**src/rtl/dpram_tap_reader_pkg.sv**
```systemverilog
// rtl/dpram_tap_reader_pkg.sv - shared state encoding and FIFO sizing for the tap reader
package dpram_tap_reader_pkg;

  typedef enum logic [1:0] {
    IDLE  = 2'd0,
    RUN   = 2'd1,
    DRAIN = 2'd2
  } state_t;

  localparam int FIFO_DEPTH = 4;
  localparam int OCC_W      = $clog2(FIFO_DEPTH + 1);
  localparam int PTR_W      = $clog2(FIFO_DEPTH);

  // A new read may issue only while buffered words plus outstanding reads stay below this
  localparam logic [OCC_W:0] CREDIT_LIMIT = (OCC_W + 1)'(FIFO_DEPTH);

endpackage

```
**src/rtl/dpram_tap_fifo.sv**
```systemverilog
// rtl/dpram_tap_fifo.sv - 4-entry shift FIFO whose head entry is a plain register
module dpram_tap_fifo
  import dpram_tap_reader_pkg::*;
#(
  parameter int W = 17
) (
  input  logic             ck,
  input  logic             rst_n,
  input  logic             push,
  input  logic [W-1:0]     din,
  input  logic             pop,
  output logic [W-1:0]     head,
  output logic [OCC_W-1:0] occ,
  output logic             valid
);

  logic [W-1:0]     ent [FIFO_DEPTH];
  logic [OCC_W-1:0] wpos;

  // On a simultaneous pop the entries shift down, so the free slot is one lower
  assign wpos  = occ - OCC_W'(pop);
  assign head  = ent[0];
  assign valid = (occ != '0);

  always_ff @(posedge ck) begin
    if (!rst_n) begin
      occ <= '0;
      for (int k = 0; k < FIFO_DEPTH; k++) ent[k] <= '0;
    end else begin
      if (pop) begin
        for (int k = 0; k < FIFO_DEPTH - 1; k++) ent[k] <= ent[k+1];
      end
      if (push) ent[wpos[PTR_W-1:0]] <= din;
      occ <= occ + OCC_W'(push) - OCC_W'(pop);
    end
  end

endmodule

```
**src/rtl/dpram_tap_reader.sv**
```systemverilog
// rtl/dpram_tap_reader.sv - walks COUNT RAM taps newest-first into a valid/ready stream
// Optional out_index port enabled by DPRAM_TAP_READER_INDEX_EN.
module dpram_tap_reader
  import dpram_tap_reader_pkg::*;
#(
  parameter int BITS   = 16,
  parameter int SIZE   = 256,
  parameter int AWIDTH = $clog2(SIZE)
) (
  input  logic              ck,
  input  logic              rst_n,
  input  logic              start,
  input  logic [AWIDTH-1:0] base,
  input  logic [AWIDTH:0]   count,
  output logic              re,
  output logic [AWIDTH-1:0] raddr,
  input  logic [BITS-1:0]   rdata,
  output logic              out_valid,
  input  logic              out_ready,
  output logic [BITS-1:0]   out_data,
  output logic              out_last,
  output logic              busy,
  output logic              done
`ifdef DPRAM_TAP_READER_INDEX_EN
  ,
  output logic [AWIDTH:0]   out_index
`endif
);

  localparam logic [AWIDTH:0]   ONE  = (AWIDTH + 1)'(1);
  localparam logic [AWIDTH-1:0] STEP = AWIDTH'(1);
`ifdef DPRAM_TAP_READER_INDEX_EN
  localparam int TW = BITS + 1 + AWIDTH + 1;
`else
  localparam int TW = BITS + 1;
`endif

  state_t           state;
  logic [AWIDTH:0]  cnt;
  logic [AWIDTH:0]  issued;
  logic [AWIDTH:0]  issued_nx;
  logic             pend;
  logic             last_q;
  logic             last_p;
  logic [TW-1:0]    din;
  logic [TW-1:0]    head;
  logic [OCC_W-1:0] occ;
  logic             pop;
  logic [OCC_W:0]   load;
`ifdef DPRAM_TAP_READER_INDEX_EN
  logic [AWIDTH:0]  idx_q;
  logic [AWIDTH:0]  idx_p;
`endif

  assign pop       = out_valid & out_ready;
  assign issued_nx = issued + ONE;
  // Next cycle's FIFO occupancy plus the read that will be in its rdata cycle
  assign load = {1'b0, occ} + (OCC_W + 1)'(pend) + (OCC_W + 1)'(re) - (OCC_W + 1)'(pop);

`ifdef DPRAM_TAP_READER_INDEX_EN
  assign din = {idx_p, last_p, rdata};
  assign {out_index, out_last, out_data} = head;
`else
  assign din = {last_p, rdata};
  assign {out_last, out_data} = head;
`endif

  dpram_tap_fifo #(.W(TW)) u_fifo (
    .ck    (ck),
    .rst_n (rst_n),
    .push  (pend),
    .din   (din),
    .pop   (pop),
    .head  (head),
    .occ   (occ),
    .valid (out_valid)
  );

  always_ff @(posedge ck) begin
    if (!rst_n) begin
      state  <= IDLE;
      re     <= 1'b0;
      raddr  <= '0;
      busy   <= 1'b0;
      done   <= 1'b0;
      cnt    <= '0;
      issued <= '0;
      pend   <= 1'b0;
      last_q <= 1'b0;
      last_p <= 1'b0;
`ifdef DPRAM_TAP_READER_INDEX_EN
      idx_q  <= '0;
      idx_p  <= '0;
`endif
    end else begin
      pend   <= re;
      last_p <= last_q;
`ifdef DPRAM_TAP_READER_INDEX_EN
      idx_p  <= idx_q;
`endif
      done   <= 1'b0;
      case (state)
        IDLE: begin
          re <= 1'b0;
          if (start) begin
            if (count == '0) begin
              done <= 1'b1;
            end else begin
              // The FIFO is empty in IDLE, so the first read issues immediately
              cnt    <= count;
              busy   <= 1'b1;
              re     <= 1'b1;
              raddr  <= base;
              last_q <= (count == ONE);
              issued <= ONE;
`ifdef DPRAM_TAP_READER_INDEX_EN
              idx_q  <= '0;
`endif
              state  <= (count == ONE) ? DRAIN : RUN;
            end
          end
        end
        RUN: begin
          if (load < CREDIT_LIMIT) begin
            re     <= 1'b1;
            raddr  <= raddr - STEP;
            last_q <= (issued_nx == cnt);
            issued <= issued_nx;
`ifdef DPRAM_TAP_READER_INDEX_EN
            idx_q  <= issued;
`endif
            if (issued_nx == cnt) state <= DRAIN;
          end else begin
            re <= 1'b0;
          end
        end
        DRAIN: begin
          re <= 1'b0;
          if (pop && out_last) begin
            state <= IDLE;
            busy  <= 1'b0;
            done  <= 1'b1;
          end
        end
        default: state <= IDLE;
      endcase
    end
  end

endmodule

```
**config.mk**
```make
export PLATFORM = sky130hd
export DESIGN_NAME = dpram_tap_reader
export DESIGN_NICKNAME = d
export VERILOG_FILES = /design/src/rtl/dpram_tap_reader_pkg.sv /design/src/rtl/dpram_tap_fifo.sv /design/src/rtl/dpram_tap_reader.sv
export SDC_FILE = /design/constraint.sdc
export NUM_CORES = 1
export LEC_CHECK = 0
export BUFFER_PORTS_ARGS = -buffer_cell sky130_fd_sc_hd__clkbuf_2
export CORE_ASPECT_RATIO = 1.4
export CORE_MARGIN = 2
export CORE_UTILIZATION = 47
export DETAILED_ROUTE_END_ITERATION = 10
export PLACE_DENSITY = 0.67
export SYNTH_ARGS = -nofsm -noshare
export SYNTH_HDL_FRONTEND = slang
export SYNTH_HIERARCHICAL = 1
export SYNTH_SLANG_ARGS = --single-unit
```
**constraint.sdc**
```tcl
create_clock -name ck -period 4.2 [get_ports ck]
set_clock_uncertainty 0.1 [all_clocks]
set_input_delay 0.63 -clock ck [delete_from_list [all_inputs] [get_ports ck]]
set_output_delay 0.63 -clock ck [all_outputs]
set_load 0.005 [all_outputs]
```
==> run summary, run 1 <==
Avg Cell Area, Syn - 10.7 µm²
r2r setup slk - 0.75 ns
critical-path cell list - or3_2 -> and2_2 -> xor2_1 -> ha_1 -> a21o_1 -> a2111oi_4 -> a31oi_2 -> a2bb2oi_4 -> and3_4 -> nor3_2
NetSw - 1.23 mW
most used routing layer - met2
Synth Flop Type - edfxtp_1
Hold Vio Cnt, Final - 0
reg2reg start - u_fifo/occ[1]
final slew viol count - 0
htree depth - 3
Layout area overhead - 12.7%
nets@finish - 618
Synth area leader - edfxtp_1
Core Rows - 47
most common cell in the synthesized netlist - edfxtp_1
Seq cells post-synth - 105
max-cap violations - 0
Post-Syn Nets - 569
number of flops mapped to enable cells by yosys - 68
critical path endpoint category - flip-flop
Post-route DRC - 0
Setup WS post-layout - 0.753 ns
Post-Syn Area - 5580 µm²
Worst-Margin Slew - 0.991 ns
PostCTS Resize Cnt - 0
first-pass GRT wire length - 18.7 mm
internal power - 2.37 mW
latest clock arrival within the worst-skew pair - 0.34 ns
fin crit period - 3.45 ns
vias in the first global route - 3913
Synth cell types - 63
Post-CTS Setup Inserts - 0
r2r endpoint - issued[0]
achievable clock frequency - 0.290 GHz
grt met1 use - 21.5%
CP top delay family - compound AO/OA/AOI/OAI gates
DR pass1 iterations - 5
io pins - 66
setup total negative slack - 0 ns
max_slew headroom - 33.9%
worst min path class - flip-flop to flip-flop
CTS tree - done
initial antenna violation count - 0
cts hold-fix bufs - 0
Die Area - 12800 µm²
wire per inst - 15.8 µm
Die Height - 133 µm
clk sinks - 105
Gate power share - 34.1%
Final Cell Area - 6280 µm²
Pwr Density - 574 nW/µm²
Remaining Overflow, GRT - 0
critical path type - flip-flop to flip-flop
critical path data arrival time - 3.54 ns
Avg Vias per Cell - 5.49
clock group share of total power - 24.3%
Worst Setup Start Kind - flip-flop
hold path depth - 1
Initial Util - 47.7%
met2 Use GR - 33.5%
Post-DRT Antenna Nets - 0
outcome - finished clean
commonest cells in the netlist - 68 x edfxtp_1, 63 x nand3_1, 61 x mux2i_1
DPL Wire Length - 8.12 mm
unrepaired setup endpoints after global routing - false
die width - 96.1 µm
GPL Wtd Cong - 0.811
final setup fails - 0
fraction of layout cells with a size suffix above 1 - 19.7%
pin count of the biggest net entering global routing - 48
sw frac - 34.1%
Core Footprint - 11700 µm²
Placed Area - 5960 µm²
Post-Route WL - 11.3 mm
critical path required time - 4.29 ns
P_leak - 2.46 nW
Reg power frac - 41.7%
CTS Buf Count - 9
IO Port Bufs - 65
Worst Hold End - last_p
Longest Clk Path Bufs - 2
slowest CP cell - or3_2
Synth top area share - 36.6%
Worst path max stage delay - 0.52 ns
clk slew on worst S/H paths - 0.07 ns
sequential cell area fraction in the yosys report - 49.9%
CP Max Fanout - 20
Bufs and invs on worst path - 0
FFs w/ async S/R, synth - 0%
total number of vias - 3954
number of diodes - 0
Worst VDD drop - 0.000304 V
Clock Tree Root - clkbuf_16
Hold Crit Start - last_q
Total GRT Usage - 18.7%
pre-CTS setup slack - 0.734 ns
M3 GR Usage - 3.87%
Initial DRC Count - 190
synth top area cells - edfxtp_1 37%, dfxtp_1 13%, mux2i_1 11%
path depth of the worst reg2reg path - 10
Synth Instances - 519
yosys warns - 6
period utilization - 82.1%
==> cells in the final DEF (no fill, tap or decap), drive strengths merged, types with 3 or more instances in the layout <==
master | Yosys | layout
clkbuf | 21 | 77
edfxtp | 68 | 68
nand3 | 64 | 64
mux2i | 61 | 61
nand2 | 41 | 41
dfxtp | 37 | 37
a21oi | 27 | 27
and2 | 27 | 27
o21ai | 24 | 24
nor2 | 22 | 22
inv | 21 | 21
ha | 12 | 12
xnor2 | 12 | 12
buf | 13 | 7
nor2b | 6 | 6
nand4b | 6 | 6
nor3 | 6 | 6
xor2 | 5 | 5
nand4 | 4 | 4
nand2b | 3 | 3
and2b | 3 | 3
a21o | 3 | 3
==> cell type report <==
| class | instances | area [µm²] |
|---|---|---|
| well taps | 147 | 184 |
| clock inverters | 4 | 50.0 |
| inverters | 21 | 78.8 |
| flip-flops and latches | 105 | 2780 |
| fillers | 1082 | 5420 |
| multi-input cells | 359 | 2540 |
| repair buffers | 72 | 378 |
| clock buffers | 12 | 268 |
==> registers in the layout, indices dropped and copies added (netlist names) <==
name	cells
u_fifo/occ	3
state	2
re	1
u_fifo/ent	68
cnt	9
last_q	1
busy	1
raddr	8
last_p	1
done	1
issued	9
pend	1
==> per-layer routing <==
metal  share of wire [%]  wire length, µm
met5                   0                0
met2                  56             6330
met3                 3.1              348
met1                  40             4520
met4                 1.3              148
==> per-stage QoR <==
| stage | cells | util [%] | hold WS [ns] | total power, mW |
|---|---|---|---|---|
| final | 720 | 53.7 | 0.353 | 3.60 |
| after detailed placement | 704 | 51.0 | 0.341 | 2.76 |
| after global routing | 720 | 53.7 | 0.391 | 3.83 |
| after global placement | 704 | 51.0 | 0.340 | 2.72 |
| after CTS | 720 | 53.7 | 0.358 | 3.64 |
| after floorplan | 519 | - | 0.324 | 2.43 |
==> cell families after synthesis <==
logic type / synth area share (%)
flip-flops: 49.9
multiplexers: 10.9
AND/OR/NAND/NOR: 19.5
AO/OA/AOI/OAI: 9.15
XOR/XNOR: 2.94
adder cells (fa/ha/maj): 3.05
buffers and inverters: 4.55
==> worst max path at each step <==
stage,slack (ns),cells past startpoint,to,from
finish,0.75,10,issued[0],u_fifo/occ[1]
global route,0.55,10,issued[8],u_fifo/occ[1]
CTS,0.73,10,issued[0],u_fifo/occ[1]
detailed placement,0.73,10,issued[0],u_fifo/occ[1]
global placement,0.78,10,issued[0],u_fifo/occ[1]
floorplan,0.72,6,u_fifo/ent[0][0],u_fifo/occ[1]
==> power groups by stage <==
| stage | Combinational (mW) | Sequential (mW) | Clock [mW] |
|---|---|---|---|
| global route | 1.37 | 1.53 | 0.930 |
| CTS | 1.24 | 1.50 | 0.894 |
| finish | 1.23 | 1.50 | 0.875 |
| detailed placement | 1.24 | 1.53 | 0 |
| global placement | 1.20 | 1.52 | 0 |
| floorplan | 0.925 | 1.50 | 0 |
Power figures use the tool's default switching activity.
==> inputs of run 2 (changes only) <==
Clock period 4.2 ns to 3.5 ns, I/O delays scaled along.
==> run summary, run 2 (synthesized netlist as in run 1, its figures left out) <==
Initial DRC Count - 127 (was 190)
Initial Util - 47.7% (unchanged)
Avg Vias per Cell - 5.54 (was 5.49)
most frequent cells in the layout - 68 x edfxtp_1, 65 x clkbuf_2, 63 x nand3_1 (unchanged)
max_slew headroom - 42.5% (was 33.9%)
DR pass1 iterations - 5 (unchanged)
pre-CTS setup slack - 0.302 ns (was 0.734 ns)
P_leak - 2.47 nW (was 2.46 nW)
Pwr Total - 4.26 mW (was 3.60 mW)
latest clock arrival within the worst-skew pair - 0.34 ns (about the same)
Core Rows - 47 (unchanged)
die width - 96.1 µm (unchanged)
Die Area - 12800 µm² (unchanged)
CTS Buf Count - 9 (unchanged)
Pwr Density - 677 nW/µm² (was 574 nW/µm²)
max-cap violations - 0 (unchanged)
Post-route DRC - 0 (unchanged)
wire per inst - 15.5 µm (was 15.8 µm)
Worst-Margin Slew - 0.862 ns (was 0.991 ns)
PostCTS Resize Cnt - 0 (unchanged)
worst min path class - input pin to flip-flop (was flip-flop to flip-flop)
Post-Route WL - 11.2 mm (was 11.3 mm)
Hold Vio Cnt, Final - 0 (unchanged)
fraction of layout cells with a size suffix above 1 - 20.4% (was 19.7%)
Worst VDD drop - 0.000313 V (was 0.000304 V)
CTS tree - done (unchanged)
multi-input logic area - 2540 µm² (unchanged)
Total GRT Usage - 18.8% (was 18.7%)
period utilization - 91.6% (was 82.1%)
first-pass GRT wire length - 18.9 mm (was 18.7 mm)
cts hold-fix bufs - 0 (unchanged)
FF/Latch Area - 2780 µm² (unchanged)
pin count of the biggest net entering global routing - 54 (was 48)
Final Cell Area - 6300 µm² (was 6280 µm²)
Worst Setup Start Kind - flip-flop (unchanged)
Setup WS post-layout - 0.295 ns (was 0.753 ns)
largest registers - u_fifo/ent (68), cnt (9), issued (9) (unchanged)
Die Height - 133 µm (unchanged)
fin crit period - 3.21 ns (was 3.45 ns)
Longest Clk Path Bufs - 2 (unchanged)
total number of vias - 4022 (was 3954)
Remaining Overflow, GRT - 0 (unchanged)
IO Port Bufs - 65 (unchanged)
htree depth - 3 (unchanged)
max reg flops - 68 (unchanged)
commonest non-fill, non-tap cell in the layout - edfxtp_1 (unchanged)
critical path type - flip-flop to flip-flop (unchanged)
Clock Tree Root - clkbuf_16 (unchanged)
critical path endpoint category - flip-flop (unchanged)
unrepaired setup endpoints after global routing - false (unchanged)
final slew viol count - 0 (unchanged)
io pins - 66 (unchanged)
nets@finish - 626 (was 618)
Core Footprint - 11700 µm² (unchanged)
vias in the first global route - 3872 (was 3913)
Top reg by flops - u_fifo/ent (unchanged)
number of diodes - 0 (unchanged)
Layout area overhead - 13.0% (was 12.7%)
clk slew on worst S/H paths - 0.07 ns (about the same)
fillers - 1041 (was 1082)
achievable clock frequency - 0.312 GHz (was 0.290 GHz)
CP Max Fanout - 17 (was 20)
Post-DRT Antenna Nets - 0 (unchanged)
DPL Wire Length - 8.22 mm (was 8.12 mm)
critical path data arrival time - 3.32 ns (was 3.54 ns)
clk sinks - 105 (unchanged)
GPL Wtd Cong - 0.802 (was 0.811)
Post-CTS Setup Inserts - 0 (unchanged)
setup total negative slack - 0 ns (unchanged)
final setup fails - 0 (unchanged)
outcome - finished clean (unchanged)
critical path required time - 3.61 ns (was 4.29 ns)
initial antenna violation count - 0 (unchanged)
Placed Area - 6020 µm² (was 5960 µm²)
==> run 2: cell types whose count changed in the layout (fill, tap and decap cells not counted) <==
cell / previous run / this run
buf_4: 7 / 15
clkbuf_8: 1 / 0
clkbuf_16: 10 / 9
clkinvlp_4: 2 / 1
clkinvlp_2: 0 / 1
clkinv_1: 0 / 1
clkinv_2: 1 / 0
==> run 2: path summary, 6_finish.rpt <==
| check | startpoint | end | slack [ns] | cells after the start |
|---|---|---|---|---|
| worst max-delay path | u_fifo/occ[0] | issued[0] | 0.29 | 10 |
| worst min register to register | last_q | last_p | 0.35 | 1 |
| worst min-delay path | count[1] | cnt[1] | 0.34 | 3 |
| worst max register to register | u_fifo/occ[0] | issued[0] | 0.29 | 10 |
==> run 2: where the power goes <==
part	internal [mW]	switching (mW)	total [mW]
clock	0.543	0.422	0.965
combinational	0.605	0.895	1.50
sequential	1.65	0.153	1.80
==> run 2: final cells by class <==
type | instances | area share [%]
clock buffer | 10 | 3.63
clock inverter | 4 | 0.735
inverter | 21 | 1.25
multi-input combinational | 359 | 40.3
sequential | 105 | 44.2
tap | 147 | 2.92
timing repair buffer | 80 | 6.95
==> run 2: critical path, stage by stage, from the launching register on <==
cell and delay, ns:
dfxtp_1 0.33, or3_2 0.47, and2_2 0.25, xor2_1 0.15
ha_1 0.27, a21o_1 0.21, a2111oi_4 0.37, a31oi_2 0.15
a2bb2oi_4 0.47, and3_4 0.26, nor3_2 0.04
==> run 2: layer usage <==
layer	vias to the layer above	track usage, %	share of wire [%]
li1	1976	-	-
met1	1927	23.0	39
met2	101	32.3	54
met3	18	2.28	4.0
met4	0	8.57	2.4
met5	-	0	0
==> run 2: per-stage QoR <==
stage	std cells	util [%]	hold WS (ns)
finish	726	53.8	0.339
global route	726	53.8	0.367
floorplan	519	-	0.324
CTS	726	53.8	0.328
global placement	712	51.5	0.341
detailed placement	712	51.5	0.339
